$ cat src/rtl/tft_spi_tx.sv
// SPI mode-0 byte transmitter for a TFT panel: one 8-bit byte plus D/C flag per transfer, MSB first.
// Latency: acceptance edge ends cycle 0; first SCLK rise after HALF_PERIOD+1 cycles; busy for 16*HALF_PERIOD cycles.
// Backpressure: strobes offered while tft_busy=1 are dropped; a held strobe is re-accepted in the completion cycle.
module tft_spi_tx #(
  parameter int unsigned HALF_PERIOD = 1
) (
  input  logic       clk,
  input  logic       rst,
  input  logic       tft_transmit,
  input  logic       tft_dc,
  input  logic [7:0] tft_data,
  output logic       tft_busy,
  output logic       spi_sclk,
  output logic       spi_mosi,
  output logic       spi_cs_n,
  output logic       spi_dc
);

  localparam int unsigned CW = $clog2(HALF_PERIOD + 1);
  localparam logic [CW-1:0] HP_RELOAD = CW'(HALF_PERIOD - 1);

  typedef enum logic [1:0] {
    IDLE     = 2'd0,
    SHIFT_LO = 2'd1,
    SHIFT_HI = 2'd2
  } state_t;

  state_t      state_q, state_d;
  logic [CW-1:0] hp_cnt_q, hp_cnt_d;
  logic [2:0]  bit_cnt_q, bit_cnt_d;
  logic [7:0]  data_q, data_d;
  logic        busy_q, busy_d;
  logic        sclk_q, sclk_d;
  logic        mosi_q, mosi_d;
  logic        cs_n_q, cs_n_d;
  logic        dc_q, dc_d;
  logic [2:0]  bit_nxt;

  assign bit_nxt = bit_cnt_q - 3'd1;

  // Next-state and registered-output logic; every output is decided one cycle ahead so the pins come straight from flops.
  always_comb begin
    state_d   = state_q;
    hp_cnt_d  = hp_cnt_q;
    bit_cnt_d = bit_cnt_q;
    data_d    = data_q;
    busy_d    = busy_q;
    sclk_d    = sclk_q;
    mosi_d    = mosi_q;
    cs_n_d    = cs_n_q;
    dc_d      = dc_q;

    case (state_q)
      IDLE: begin
        // mosi and dc keep their last values between bytes
        if (tft_transmit && !busy_q) begin
          state_d   = SHIFT_LO;
          hp_cnt_d  = HP_RELOAD;
          bit_cnt_d = 3'd7;
          data_d    = tft_data;
          dc_d      = tft_dc;
          mosi_d    = tft_data[7];
          sclk_d    = 1'b0;
          cs_n_d    = 1'b0;
          busy_d    = 1'b1;
        end
      end

      SHIFT_LO: begin
        if (hp_cnt_q == '0) begin
          state_d  = SHIFT_HI;
          hp_cnt_d = HP_RELOAD;
          sclk_d   = 1'b1;
        end else begin
          hp_cnt_d = hp_cnt_q - CW'(1);
        end
      end

      SHIFT_HI: begin
        if (hp_cnt_q == '0) begin
          sclk_d = 1'b0;
          if (bit_cnt_q != 3'd0) begin
            // falling SCLK edge: the only point where mosi moves
            state_d   = SHIFT_LO;
            hp_cnt_d  = HP_RELOAD;
            bit_cnt_d = bit_nxt;
            mosi_d    = data_q[bit_nxt];
          end else begin
            state_d = IDLE;
            cs_n_d  = 1'b1;
            busy_d  = 1'b0;
          end
        end else begin
          hp_cnt_d = hp_cnt_q - CW'(1);
        end
      end

      default: begin
        state_d = IDLE;
        sclk_d  = 1'b0;
        cs_n_d  = 1'b1;
        busy_d  = 1'b0;
      end
    endcase
  end

  // State and output registers; synchronous reset aborts any byte in flight.
  always_ff @(posedge clk) begin
    if (rst) begin
      state_q   <= IDLE;
      hp_cnt_q  <= '0;
      bit_cnt_q <= 3'd0;
      data_q    <= 8'h00;
      busy_q    <= 1'b0;
      sclk_q    <= 1'b0;
      mosi_q    <= 1'b0;
      cs_n_q    <= 1'b1;
      dc_q      <= 1'b0;
    end else begin
      state_q   <= state_d;
      hp_cnt_q  <= hp_cnt_d;
      bit_cnt_q <= bit_cnt_d;
      data_q    <= data_d;
      busy_q    <= busy_d;
      sclk_q    <= sclk_d;
      mosi_q    <= mosi_d;
      cs_n_q    <= cs_n_d;
      dc_q      <= dc_d;
    end
  end

  assign tft_busy = busy_q;
  assign spi_sclk = sclk_q;
  assign spi_mosi = mosi_q;
  assign spi_cs_n = cs_n_q;
  assign spi_dc   = dc_q;

endmodule

$ cat config.mk
export PLATFORM = sky130hd
export DESIGN_NAME = tft_spi_tx
export DESIGN_NICKNAME = d
export VERILOG_FILES = /design/src/rtl/tft_spi_tx.sv
export SDC_FILE = /design/constraint.sdc
export NUM_CORES = 1
export LEC_CHECK = 0
export ABC_CLOCK_PERIOD_IN_PS = 1800
export BUFFER_PORTS_ARGS = -buffer_cell sky130_fd_sc_hd__buf_2
export CELL_PAD_IN_SITES_DETAIL_PLACEMENT = 1
export CELL_PAD_IN_SITES_GLOBAL_PLACEMENT = 1
export CORE_MARGIN = 8
export CORE_UTILIZATION = 37
export DETAILED_ROUTE_END_ITERATION = 6
export PLACE_DENSITY_LB_ADDON = 0.25
export RECOVER_POWER = 50
export SETUP_SLACK_MARGIN = 0.1
export SYNTH_ARGS = -nofsm -noshare
export SYNTH_HDL_FRONTEND = slang
export SYNTH_SLANG_ARGS = --single-unit
$ cat constraint.sdc
create_clock -name clk -period 1.8 [get_ports clk]
set_input_delay 0.27 -clock clk [delete_from_list [all_inputs] [get_ports clk]]
set_output_delay 0.27 -clock clk [all_outputs]
set_load 0.01 [all_outputs]
# == Word-level counts from Yosys, hierarchy flattened ==
# Index checks and enable logic that the tools add are counted.
# totals
register_bits,19
inputBits,12
out_inout_bits,5
wordCells,60
# classes
addsub,2
order_cmp,1
eq_ne,7
mux,28
bitwise_logic,1
reduce_logical,12
# op_table
op,count
1-bit 2-to-1 mux,14
"2-bit != test, second input constant",5
3-bit 2-to-1 mux,3
1-bit one-hot mux with 3 select lines,3
4-bit AND reduction,2
2-bit 2-to-1 mux,3
2-bit one-hot mux with 3 select lines,1
3-bit one-hot mux with 2 select lines,1
"3-bit by 4-bit less-than comparator with 1-bit output, second input constant",1
1-bit one-hot mux with 2 select lines,2
2-bit AND reduction,2
2-bit nonzero test,2
1-bit binary-select mux with 3-bit select,1
3-bit AND reduction,1
3-bit nonzero test,1
"3-bit by 1-bit subtractor with 3-bit output, second input constant",1
"2-bit by 1-bit equality test with 1-bit output, second input constant",1
"2-bit equality test, second input constant",1
2-bit zero test,1
2-bit OR reduction,1
1-bit logical AND,1
1-bit zero test,1
1-bit inverter,1
"1-bit subtractor, second input constant",1

# == Depth between registers and ports, before layout ==
# depth
ltp_word,6
depth_mapped,8

# == Worst setup path before layout ==
# No wires, ideal clock.
# synth_timing
path_kind,register to register
start,register bit_cnt_q[0]
end,register mosi_q (netlist: spi_mosi)
setup_time_ns,0.129
t_arrival_ns,1.525
required_time_ns,1.671
setup_slack_ns,0.146
stages_incl_launch_ff,6
period_less_slack_ns,1.654
cell_sequence,dfxtp_1 > inv_1 > ha_1 > mux4_2 > o211ai_1 > a211oi_1
# synth_via
elab_chain_cells,6
# synth_lines
element,line,rtl
start: declaration,30,"logic [2:0] bit_cnt_q, bit_cnt_d;"
start signal: assignment,122,bit_cnt_q <= bit_cnt_d;
3-bit by 1-bit subtractor with 3-bit output,39,assign bit_nxt = bit_cnt_q - 3'd1;
1-bit binary-select mux with 3-bit select,87,mosi_d = data_q[bit_nxt];
1-bit 2-to-1 mux (implied by the code),87,
1-bit 2-to-1 mux,82,if (bit_cnt_q != 3'd0) begin
1-bit 2-to-1 mux,80,if (hp_cnt_q == '0) begin
1-bit one-hot mux with 2 select lines,53,case (state_q)
end signal: assignment,126,mosi_q <= mosi_d;
end: declaration,34,"logic mosi_q, mosi_d;"
# Parallel ways exist; a longest one is shown, timed or not. The select of a mux whose other input is x is not followed.
# A chain may end at the register's enable or synchronous reset.

# == Worst setup path in the final report ==
# Ends and elaborated chain as after synthesis.

==> results.py <==
metrics = {
    "setup_path": {
        "start_kind": "flip-flop",
        "crit_slowest_cell": "dfxtp_1",
        "path_cells": "inv_1, ha_1, ha_1, mux4_2, o211ai_1, a211oi_1",
        "cp.required_ns": 1.97,
        "cp.buffers_inverters": 1,
        "crit_arrival_ns": 1.77,
        "crit_fanout": 4,
        "max_stage_delay_ns": 0.35,
        "end_kind": "flip-flop",
        "worst_path_most_repeated_cell": "ha_1",
        "worstSetupPathType": "reg2reg",
        "path_delay_family": "adder cells",
    },
    "cts": {
        "clock_sinks": 17,
        "cts_made_buffers": 3,
        "cts_tree": "yes",
        "root_buffer": "clkbuf_4",
        "cts.htree.levels": 1,
        "clk-insertion-delay-late_ns": 0.28,
        "clock_path_buffers": 2,
        "path_clk_slew_ns": 0.10,
        "postCtsSetupRepairBufs": 0,
    },
    "global_route": {
        "grt_max_degree": 18,
        "grt_pass1_wl_um": 3010,
        "track_usage_pct": 10.7,
        "grt_pass1_vias": 689,
        "grt_antenna_before_repair": 0,
        "grt.overflow.total": 0,
    },
    "finish": {
        "area_growth_pct": 17.3,
        "n_antenna_cell": 0,
        "multi_input_area_um2": 374,
        "layout.nets": 121,
        "final-seq-area_um2": 340,
        "nFillCells": 257,
        "fin_area_um2": 891,
        "layout-drive-gt1-share_pct": 20.8,
    },
    "timing": {
        "fin_skew_ns": 0.00383,
        "setup_viol": 0,
        "fin_crit_sh_pct": 88.9,
        "hold_viol": 0,
        "relSlewSlack_pct": 77.8,
        "period_needed_ns": 1.60,
        "worstMarginPinSlew_ns": 0.333,
        "fin_setup_tns_ns": 0,
        "fmax_mhz": 625,
        "rsz0062_at_grt": "no",
        "slew_viol_final": 0,
    },
    "routing": {
        "antenna_left": 0,
        "num_vias": 652,
        "vias_per_cell": 4.90,
        "drt_iter0_markers": 8,
        "drc": 0,
        "wl_um": 1750,
        "wire_per_inst_um": 13.2,
        "drtPass1Iterations": 3,
    },
    "yosys": {
        "ys_warn_count": 0,
        "yosys.area.top_type": "dfxtp_1",
        "synth_seq_area_share_pct": 44.8,
        "syn_inst": 88,
        "synth.top_cell.area_share_pct": 44.8,
        "synth_area_per_cell_um2": 8.63,
        "synth_area_um2": 759,
        "synth_area_leaders": "dfxtp_1, nand2_1, a21oi_1",
        "ys_ff_latch": 17,
        "synthesis.nets": 102,
        "synthDistinctLibCells": 23,
    },
    "run_status": {
        "status": "completed",
    },
    "place": {
        "dpl.hpwl_um": 1360,
        "dpl-instance-area_um2": 862,
        "portBuffers": 16,
        "gp_congestion": 0.777,
    },
    "die": {
        "die_x_um": 61.3,
        "start_util_pct": 39.1,
        "die_area_um2": 3760,
        "std_cell_rows": 16,
        "num_io_pins": 17,
        "dieHeight_um": 61.3,
        "core_um2": 1940,
    },
    "min_path": {
        "hold_path.class": "in2reg",
    },
    "power": {
        "cellLeakagePower_nw": 0.358,
        "power_density_nw_per_um2": 957,
        "peakVddDrop_mv": 0.428,
    },
    "run": {
        "maxCapViolCount": 0,
    },
}
per-stage QoR:
step	hold slack [ns]	utilization, %	cells	setup WS [ns]	power (mW)
4_1_cts	0.208	45.9	133	0.131	0.864
3_5_place_dp	0.456	44.4	129	0.0975	0.659
5_1_grt	0.203	45.9	133	0.119	0.905
2_1_floorplan	0.406	-	88	0.146	0.594
6_report	0.215	45.9	133	0.201	0.853
3_3_place_gp	0.441	44.4	129	0.118	0.648
cell usage in the layout, fill, tap and decap left out, drive strengths merged:
| cell type | netlist | final |
|---|---|---|
| mux4 | 1 | 1 |
| a21oi | 11 | 11 |
| a311oi | 2 | 2 |
| inv | 5 | 5 |
| ha | 2 | 2 |
| o21ai | 1 | 1 |
| nor2b | 1 | 1 |
| nor3b | 2 | 2 |
| nor4b | 1 | 1 |
| o32a | 1 | 1 |
| dfxtp | 17 | 17 |
| a31oi | 1 | 1 |
| nand2 | 18 | 18 |
| or2 | 1 | 1 |
| clkbuf | 3 | 8 |
| o211ai | 1 | 1 |
| or3 | 1 | 1 |
| clkinv | 0 | 1 |
| buf | 2 | 14 |
| mux2i | 2 | 2 |
| nand2b | 3 | 3 |
| nand3 | 1 | 1 |
| a211oi | 2 | 2 |
| nor2 | 9 | 9 |
cells in the mapped netlist, drive strengths merged:
| library cell | n |
|---|---|
| nand2 | 18 |
| dfxtp | 17 |
| a21oi | 11 |
| nor2 | 9 |
| inv | 5 |
| clkbuf | 3 |
| nand2b | 3 |
| a211oi | 2 |
| a311oi | 2 |
| buf | 2 |
| ha | 2 |
| mux2i | 2 |
| nor3b | 2 |
| a31oi | 1 |
| mux4 | 1 |
| nand3 | 1 |
| nor2b | 1 |
| nor4b | 1 |
| o211ai | 1 |
| o21ai | 1 |
| o32a | 1 |
| or2 | 1 |
| or3 | 1 |
cell type report:
| class | instances | share of cell area (%) |
|---|---|---|
| clock buffers | 3 | 2.53 |
| multi-input cells | 61 | 42.0 |
| well taps | 27 | 3.79 |
| repair buffers | 19 | 10.8 |
| clock inverters | 1 | 0.562 |
| inverters | 5 | 2.11 |
| flip-flops and latches | 17 | 38.2 |
path summary, 6_finish.rpt:
kind / slack, ns / from / endpoint / cells after the start
max: 0.20 / bit_cnt_q[0] / spi_mosi / 6
max reg2reg: 0.20 / bit_cnt_q[0] / spi_mosi / 6
min: 0.21 / tft_data[1] / data_q[1] / 3
min reg2reg: 0.46 / data_q[3] / data_q[3] / 2
cells by family after synthesis:
kind of cell    count (synthesis)  synth area share [%]
fa+ha+maj                       2                  3.29
mux                             3                  5.60
compound gates                 19                  15.3
flops                          17                  44.8
buf+inv                        10                  6.92
simple gates                   37                  24.1
where the power goes:
group	switching (mW)	internal, mW
Combinational	0.113	0.0989
Clock	0.119	0.0824
Sequential	0.0273	0.411
what timing repair did:
| item | 4_1_cts | 5_1_grt |
|---|---|---|
| setup endpoints to repair | 3 | 3 |
| endpoints found under the hold margin | 0 | 0 |
| hold buffers | 0 | 0 |
| gates resized for setup | 1 | 1 |
sequential cells by signal (all words and copies together) (netlist names):
name,count
spi_sclk,1
spi_dc,1
bit_cnt_q,3
spi_mosi,1
data_q,8
spi_cs_n,1
tft_busy,1
state_q,1
worst reg2reg max path, cell delays in order (launching register included):
cell and delay, ns:
dfxtp_1 0.35, inv_1 0.05, ha_1 0.19, ha_1 0.34
mux4_2 0.31, o211ai_1 0.17, a211oi_1 0.09
routing by layer:
layer	wire, um	vias to the layer above	global-route usage, %
met3	64	2	3.55
met2	834	9	17.2
met4	20	0	4.98
li1	-	332	-
met5	0	-	0
met1	833	309	12.5
Note: power is estimated with default switching activity, not from simulation.
